===== config.mk =====
export PLATFORM = sky130hd
export DESIGN_NAME = qif_neuron_array
export DESIGN_NICKNAME = d
export VERILOG_FILES = /design/src/rtl/qif_pkg.sv /design/src/rtl/qif_update_core.sv /design/src/rtl/qif_neuron_array.sv
export SDC_FILE = /design/constraint.sdc
export NUM_CORES = 1
export LEC_CHECK = 0
export ABC_AREA = 1
export BUFFER_PORTS_ARGS = -buffer_cell sky130_fd_sc_hd__buf_2
export CAP_MARGIN = 20
export CORE_UTILIZATION = 40
export DETAILED_ROUTE_END_ITERATION = 12
export SLEW_MARGIN = 25
export SYNTH_ARGS = -nofsm -noshare
export SYNTH_HDL_FRONTEND = slang
export SYNTH_SLANG_ARGS = --single-unit

===== constraint.sdc =====
create_clock -name clk -period 16.37 [get_ports clk]
set_clock_uncertainty 0.15 [all_clocks]
set_input_delay 2.4555 -clock clk [delete_from_list [all_inputs] [get_ports clk]]
set_output_delay 2.4555 -clock clk [all_outputs]
set_load 0.005 [all_outputs]

===== src/rtl/qif_pkg.sv =====
// Shared types, defaults and saturation helper for the QIF neuron array.
package qif_pkg;

    localparam int DEF_W       = 8;
    localparam int DEF_V_PEAK  = 100;
    localparam int DEF_V_RESET = -20;

    typedef enum logic [1:0] {
        IDLE  = 2'd0,
        SWEEP = 2'd1,
        DONE  = 2'd2
    } qif_state_e;

    function automatic logic signed [31:0] sat_signed(
        input logic signed [31:0] x,
        input int                 w
    );
        logic signed [31:0] hi;
        logic signed [31:0] lo;
        logic signed [31:0] r;
        hi = (32'sd1 <<< (w - 1)) - 32'sd1;
        lo = -(32'sd1 <<< (w - 1));
        r  = x;
        if (x > hi) r = hi;
        else if (x < lo) r = lo;
        return r;
    endfunction

endpackage


===== src/rtl/qif_update_core.sv =====
// Combinational QIF membrane update for one channel.
// Refractory handling is present only when QIF_REFRAC_EN is defined.
module qif_update_core
    import qif_pkg::*;
#(
    parameter int W = DEF_W,
    parameter int SHIFT = 4,
    parameter logic signed [W-1:0] V_PEAK = W'(DEF_V_PEAK),
    parameter logic signed [W-1:0] V_RESET = W'(DEF_V_RESET)
`ifdef QIF_REFRAC_EN
    ,
    parameter int REFRAC = 3,
    parameter int RW = $clog2(REFRAC + 1)
`endif
) (
    input  logic signed [W-1:0] v,
    input  logic signed [W-1:0] i,
`ifdef QIF_REFRAC_EN
    input  logic [RW-1:0]       rc,
    output logic [RW-1:0]       rc_next,
`endif
    output logic signed [W-1:0] v_next,
    output logic                spike
);

    logic signed [2*W-1:0] prod;
    logic [2*W-1:0]        sq;
    logic signed [2*W+1:0] sum;
    logic signed [31:0]    sat;
    logic signed [W-1:0]   vn;

    always_comb begin
        prod = v * v;
        sq   = unsigned'(prod) >> SHIFT;
        sum  = (2*W+2)'(v) + $signed({2'b00, sq}) + (2*W+2)'(i);
        sat  = sat_signed(32'(sum), W);
        vn   = W'(sat);
`ifdef QIF_REFRAC_EN
        if (rc != '0) begin
            v_next  = V_RESET;
            spike   = 1'b0;
            rc_next = rc - RW'(1);
        end else if (vn >= V_PEAK) begin
            v_next  = V_RESET;
            spike   = 1'b1;
            rc_next = RW'(REFRAC);
        end else begin
            v_next  = vn;
            spike   = 1'b0;
            rc_next = '0;
        end
`else
        if (vn >= V_PEAK) begin
            v_next = V_RESET;
            spike  = 1'b1;
        end else begin
            v_next = vn;
            spike  = 1'b0;
        end
`endif
    end

endmodule


===== src/rtl/qif_neuron_array.sv =====
// N_CH-channel QIF neuron array sharing one update core across channels.
// Optional refractory period enabled by defining QIF_REFRAC_EN.
module qif_neuron_array
    import qif_pkg::*;
#(
    parameter int N_CH = 8,
    parameter int W = DEF_W,
    parameter int SHIFT = 4,
    parameter logic signed [W-1:0] V_PEAK = W'(DEF_V_PEAK),
    parameter logic signed [W-1:0] V_RESET = W'(DEF_V_RESET),
    parameter int REFRAC = 3,
    localparam int AW = $clog2(N_CH)
) (
    input  logic                clk,
    input  logic                rst,
    input  logic                cur_we,
    input  logic [AW-1:0]       cur_addr,
    input  logic signed [W-1:0] cur_data,
    input  logic                step_valid,
    output logic                step_ready,
    output logic                busy,
    output logic                spk_valid,
    output logic [N_CH-1:0]     spikes,
    input  logic [AW-1:0]       mon_addr,
    output logic signed [W-1:0] mon_v
);

    qif_state_e          state;
    logic [AW-1:0]       idx;
    logic signed [W-1:0] v_q [N_CH];
    logic signed [W-1:0] i_q [N_CH];
    logic [N_CH-1:0]     shadow;
    logic [N_CH-1:0]     shadow_nx;
    logic signed [W-1:0] v_nx;
    logic                spk;
    logic                last;

`ifdef QIF_REFRAC_EN
    localparam int RW = $clog2(REFRAC + 1);
    logic [RW-1:0] rc_q [N_CH];
    logic [RW-1:0] rc_nx;

    qif_update_core #(
        .W(W), .SHIFT(SHIFT), .V_PEAK(V_PEAK),
        .V_RESET(V_RESET), .REFRAC(REFRAC), .RW(RW)
    ) u_core (
        .v(v_q[idx]), .i(i_q[idx]),
        .rc(rc_q[idx]), .rc_next(rc_nx),
        .v_next(v_nx), .spike(spk)
    );
`else
    logic unused_refrac;
    assign unused_refrac = (REFRAC != 0);

    qif_update_core #(
        .W(W), .SHIFT(SHIFT), .V_PEAK(V_PEAK), .V_RESET(V_RESET)
    ) u_core (
        .v(v_q[idx]), .i(i_q[idx]),
        .v_next(v_nx), .spike(spk)
    );
`endif

    assign last       = (idx == AW'(N_CH - 1));
    assign step_ready = (state == IDLE);
    assign busy       = (state != IDLE);
    assign spk_valid  = (state == DONE);

    always_comb begin
        shadow_nx      = shadow;
        shadow_nx[idx] = spk;
    end

    always_ff @(posedge clk) begin
        if (rst) begin
            state  <= IDLE;
            idx    <= '0;
            shadow <= '0;
            spikes <= '0;
            mon_v  <= '0;
            for (int k = 0; k < N_CH; k++) begin
                v_q[k] <= V_RESET;
                i_q[k] <= '0;
`ifdef QIF_REFRAC_EN
                rc_q[k] <= '0;
`endif
            end
        end else begin
            mon_v <= v_q[mon_addr];
            // Core has already read i_q[idx], so a same-cycle write lands next step
            if (cur_we) i_q[cur_addr] <= cur_data;
            unique case (1'b1)
                (state == IDLE): begin
                    if (step_valid) begin
                        state <= SWEEP;
                        idx   <= '0;
                    end
                end
                (state == SWEEP): begin
                    v_q[idx] <= v_nx;
`ifdef QIF_REFRAC_EN
                    rc_q[idx] <= rc_nx;
`endif
                    shadow <= shadow_nx;
                    if (last) begin
                        state  <= DONE;
                        spikes <= shadow_nx;
                    end else begin
                        idx <= idx + AW'(1);
                    end
                end
                default: state <= IDLE;
            endcase
        end
    end

endmodule


=== Word level (Yosys, flattened, before mapping) ===
Memories as Yosys holds them, arrays and structs flattened. A register that Yosys moved wholly into a read port is not among the register bits.
Index checks and enable logic that the tools add are counted.

* Memories: 2
* Bits in writable memories: 128
* Bits of input ports: 18
* Register bits: 21
* Logic and storage cells: 61
* Output and inout port bits: 19

* Multipliers: 1
* Mux-type cells: 31
* Add/subtract/negate cells: 3
* Reductions and logical operators: 9
* Eq/ne operators: 6
* Magnitude comparators: 5

{| class="wikitable"
|+ Memory list
! name !! words !! bits a word !! rd ports !! clocked after memory_dff !! wr ports !! line !! text
|-
| i_q || 8 || 8 || 1 || 1 || 8 || qif_neuron_array.sv:31 || <nowiki>logic signed [W-1:0] i_q [N_CH];</nowiki>
|-
| v_q || 8 || 8 || 2 || 2 || 8 || qif_neuron_array.sv:30 || <nowiki>logic signed [W-1:0] v_q [N_CH];</nowiki>
|}

{| class="wikitable"
|+ Operator list
! cell !! number
|-
| 8-bit 2-to-1 mux || 5
|-
| 3-bit 2-to-1 mux || 8
|-
| 8-bit by 8-bit multiplier with 16-bit output || 1
|-
| 8-bit OR reduction || 2
|-
| 14-bit by 8-bit adder with 15-bit output || 1
|-
| 15-bit by 8-bit > comparator with 1-bit output (second input constant) || 1
|-
| 15-bit by 8-bit less-than comparator with 1-bit output (second input constant) || 1
|-
| 8-bit by 13-bit adder with 14-bit output || 1
|-
| 1-bit 2-to-1 mux || 12
|-
| 8-bit bitwise mux || 1
|-
| 8-bit >= comparator (second input constant) || 1
|-
| 2-bit inequality test (second input constant) || 3
|-
| 3-bit case mux with 2 select lines || 1
|-
| 3-bit by 4-bit less-than comparator with 1-bit output (second input constant) || 1
|-
| 2-bit 2-to-1 mux || 2
|-
| 2-bit case mux with 2 select lines || 1
|-
| 2-bit AND reduction || 2
|-
| 2-bit nonzero test || 2
|-
| 3-bit by 1-bit adder with 3-bit output (second input constant) || 1
|-
| 1-bit demux with 3-bit select || 1
|-
| 3-bit == test (second input constant) || 1
|-
| 3-bit by 1-bit >= comparator with 1-bit output (second input constant) || 1
|-
| 3-bit AND reduction || 1
|-
| 2-bit by 1-bit == test with 1-bit output (second input constant) || 1
|-
| other kinds (3) || 3
|}

=== Longest topological paths before layout ===
* Depth in word-level cells: 9
* Depth in mapped cells: 53
* Gate-level depth less buffers: 51

=== Hierarchy ===
From an unflattened synthesis, not the netlist that was laid out.

* Cells, all modules: 1493
* Area, all modules: 11666.2 µm²

{| class="wikitable"
|+ By module, submodules not included
! module !! area each (µm²) !! sequential area each (µm²) !! cells an instance !! instances
|-
| qif_neuron_array || 8122.8 || 4484.3 || 981 || 1
|-
| qif_update_core || 3543.4 || 0.0 || 512 || 1
|}

=== Worst setup path after synthesis ===
No wires, ideal clock.

* Path kind: flip-flop to flip-flop
* From: register with a tool-made name
* To: memory v_q[0][0] (netlist name), data pin
* Buffers on the path: 2
* Clock period less this slack: 8341 ps
* Cell stages (with the launch flop): 45
* Required time: 15959 ps
* Setup time: 261 ps
* Arrival time: 7930 ps
* Slack: 8029 ps
* Cells stage by stage: dfxtp_1 > buf_2 > buf_2 > o21ai_0 > o21ai_0 > inv_1 > o21ai_2 > clkinv_1 > nor2_1 > xnor2_1 > clkinv_1 > ha_1 > a31o_2 > fa_1 > fa_1 > inv_1 > fa_1 > inv_1 > [... 9 more ...] > xor2_1 > inv_1 > fa_1 > ha_1 > inv_1 > o21bai_1 > a21boi_0 > nand3_2 > o21ai_2 > inv_2 > nand2_4 > nand2_1 > nand2_1 > nand2_2 > nor2_4 > nand2_4 > o211ai_4 > nor2_1

{| class="wikitable"
|+ RTL lines
! item !! line
|-
| end, declared || qif_neuron_array.sv:30
|}

==> results.cfg <==
[route]
drt-pass1-iter-count = 9
drtIter0Drc = 698
via_count = 8548
routed.top_layer = met4
met1Wirelength_um = 12800
remaining_drc_errors = 6
vias_per_cell = 5.19
wirelength_um = 27200
ant_nets = 0
wl_met2_um = 12600
wl_per_cell_um = 16.5
wl_met3_um = 1440

[clock_tree]
clockBufferDepth = 2
cts-resized-gates = 0
clk_latency_ns = 0.44
cts_root_buf = clkbuf_16
cts_tree = done
cts_setup_buffers = 0
postCtsHoldBufs = 0
numClockSinks = 160
clk_pin_slew_ns = 0.07
cts_buffers = 17
htree_levels = 4

[final_layout]
multi_input_area_mm2 = 0.00534
register_area_mm2 = 0.00449
finalNetCount = 1418
final_util_pct = 45.0
fillers = 2525
antenna_cells = 0
post_route_cells_drive_above_1_share_pct = 7.54
synthToLayoutAreaGrowth_pct = 9.92

[sta]
worst-slew-pin-transition_ns = 0.821
hold_viol_final = 0
slew_violations = 0
whs_ns = 0.407
setup_viol = 0
period_share_pct = 61.9
final.setup.tns_ns = 0
fin_crit_ns = 10.13
max-slew-margin-rel_pct = 44.7
rsz0062_at_grt = false
worst_slack_ns = 6.24
fmax_mhz = 98.8

[yosys]
ys_seq_area_share_pct = 41.8
ys_warn_count = 0
netlist_area_mm2 = 0.0107
avgSynthCellArea_um2 = 8.40
synth-seq-cells = 160
ys_types = 40
postSynthCellCount = 1278
synth_nets = 1396

[floorplan]
row_count = 59
dieArea_mm2 = 0.0275
initial_utilization_pct = 40.9
io-pin-count = 37
coreArea_mm2 = 0.0262
die_x_um = 166
die_height_um = 166

[min_path]
hp-class = reg -> reg

[worst_setup_path]
arrival_ns = 10.15
cp_max_fo = 43
crit_path_max_incr_delay_ns = 0.62
critPathKind = reg -> reg
critPathLaunchType = flop
crit_top_cell = inv_1
endpoint_kind = flop
worstPathRequired_ns = 16.39
slowest_stage = clkinv_1

[grt]
first_global_vias = 8290
grt_overflow = 0
grt_pass1_wl_um = 44000
antenna_found_initial = 0
grt_max_degree = 50
grt.total_usage_pct = 20.6

[placement]
numPortBuffers = 36
place_congestion = 0.874
dp_hpwl_um = 19700
place_ws_ns = 6.31

[flow_run]
maxCapViolCount = 0

[run_status]
run_status = complete, but fails checks
violations = design-rule violations
-- per-stage QoR --
step	area, um2	cells
5_1_grt	11800	1648
2_1_floorplan	10700	1278
6_report	11800	1648
3_5_place_dp	11200	1616
4_1_cts	11800	1648
3_3_place_gp	11200	1616
-- state kept, by name, indices dropped and copies added (netlist names), named ones only --
signal,count
idx,3
v_q,64
i_q,64
mon_v,8
state,2
spikes,8
shadow,8
-- worst max-delay path: cells and delay by family (launching register included) --
kind	cells	cell delay [ns]
simple gates	11	1.61
buf+inv	10	1.99
flops	1	0.32
xor+xnor	2	0.38
compound gates	14	2.51
fa+ha+maj	7	2.86
-- synthesized netlist by cell type --
master,n,area (um2)
ha_1,44,551
a22oi_1,1,7.51
nand3b_1,1,7.51
a21boi_0,1,7.51
a31o_2,1,8.76
nand3_1,84,420
nand2_1,215,807
o31ai_1,1,7.51
nand4_1,2,12.5
a31oi_1,9,56.3
nor3_1,9,45.0
inv_1,187,702
o211ai_4,2,42.5
o22ai_1,2,12.5
clkinv_1,5,18.8
a21oi_2,2,17.5
dfxtp_1,32,641
a21oi_1,62,310
buf_1,2,7.51
o21ai_1,5,25.0
nand2_2,7,43.8
buf_6,1,11.3
buf_2,8,40.0
fa_1,56,1120
nor2_4,1,11.3
o21ai_2,2,17.5
nand3_2,4,40.0
a32o_1,7,70.1
o21bai_1,3,22.5
a41o_1,1,10.0
nor2_1,213,800
xnor2_1,9,78.8
o21ai_0,109,546
inv_2,3,11.3
clkbuf_1,30,113
edfxtp_1,128,3840
nand2_4,2,22.5
xor2_1,15,131
o21a_1,8,60.1
a21o_1,4,30.0
-- logic make-up (layout without fill, tap and decap cells) --
group | Yosys count | after routing | synth area share (%)
flip-flops | 160 | 160 | 41.8
AO/OA/AOI/OAI | 220 | 220 | 11.7
AND/OR/NAND/NOR | 538 | 538 | 20.6
adder cells (fa/ha/maj) | 100 | 100 | 15.6
XOR/XNOR | 24 | 24 | 1.96
buffers and inverters | 236 | 271 | 8.42
-- layer usage --
metal	global-route usage (%)	up-vias
met5	0	-
met4	5.61	0
met3	2.72	32
met2	33.7	259
met1	28.8	4057
li1	-	4200
-- layout make-up --
| class | instances | area share (%) |
|---|---|---|
| clock buffer | 19 | 3.67 |
| clock inverter | 13 | 1.21 |
| inverter | 195 | 6.21 |
| multi-input combinational | 882 | 45.3 |
| sequential | 160 | 38.0 |
| tap | 335 | 3.55 |
| timing repair buffer | 44 | 2.04 |
-- layout by cell type (no fill, tap or decap), types with 3 or more instances in the layout --
| master | n |
|---|---|
| nand3_1 | 84 |
| dfxtp_1 | 31 |
| inv_2 | 3 |
| o21ai_1 | 5 |
| nor3_1 | 9 |
| o21a_1 | 8 |
| edfxtp_1 | 128 |
| o21bai_1 | 3 |
| a21oi_1 | 62 |
| o21ai_0 | 109 |
| inv_1 | 187 |
| inv_6 | 5 |
| nor2_1 | 213 |
| clkinv_1 | 5 |
| a21o_1 | 4 |
| a31oi_1 | 9 |
| xor2_1 | 15 |
| buf_4 | 8 |
| clkbuf_16 | 17 |
| fa_1 | 56 |
| nand2_2 | 7 |
| nand3_2 | 4 |
| a32o_1 | 7 |
| nand2_1 | 215 |
| xnor2_1 | 9 |
| buf_2 | 36 |
| ha_1 | 44 |
-- final timing paths --
check | cells past startpoint | end | start | slack (ns)
worst min-delay path | 3 | spikes[4]$_SDFFE_PP0P_ | spikes[4]$_SDFFE_PP0P_ | 0.41
worst min register to register | 3 | spikes[4]$_SDFFE_PP0P_ | spikes[4]$_SDFFE_PP0P_ | 0.41
worst max register to register | 44 | v_q[3][1]$_SDFFCE_PN0P_ | flop | 6.24
worst max-delay path | 44 | v_q[3][1]$_SDFFCE_PN0P_ | flop | 6.24
Power is left out: the tool's default activity adds up to more than one toggle a clock period on the data nets, which glitch-free logic cannot reach.
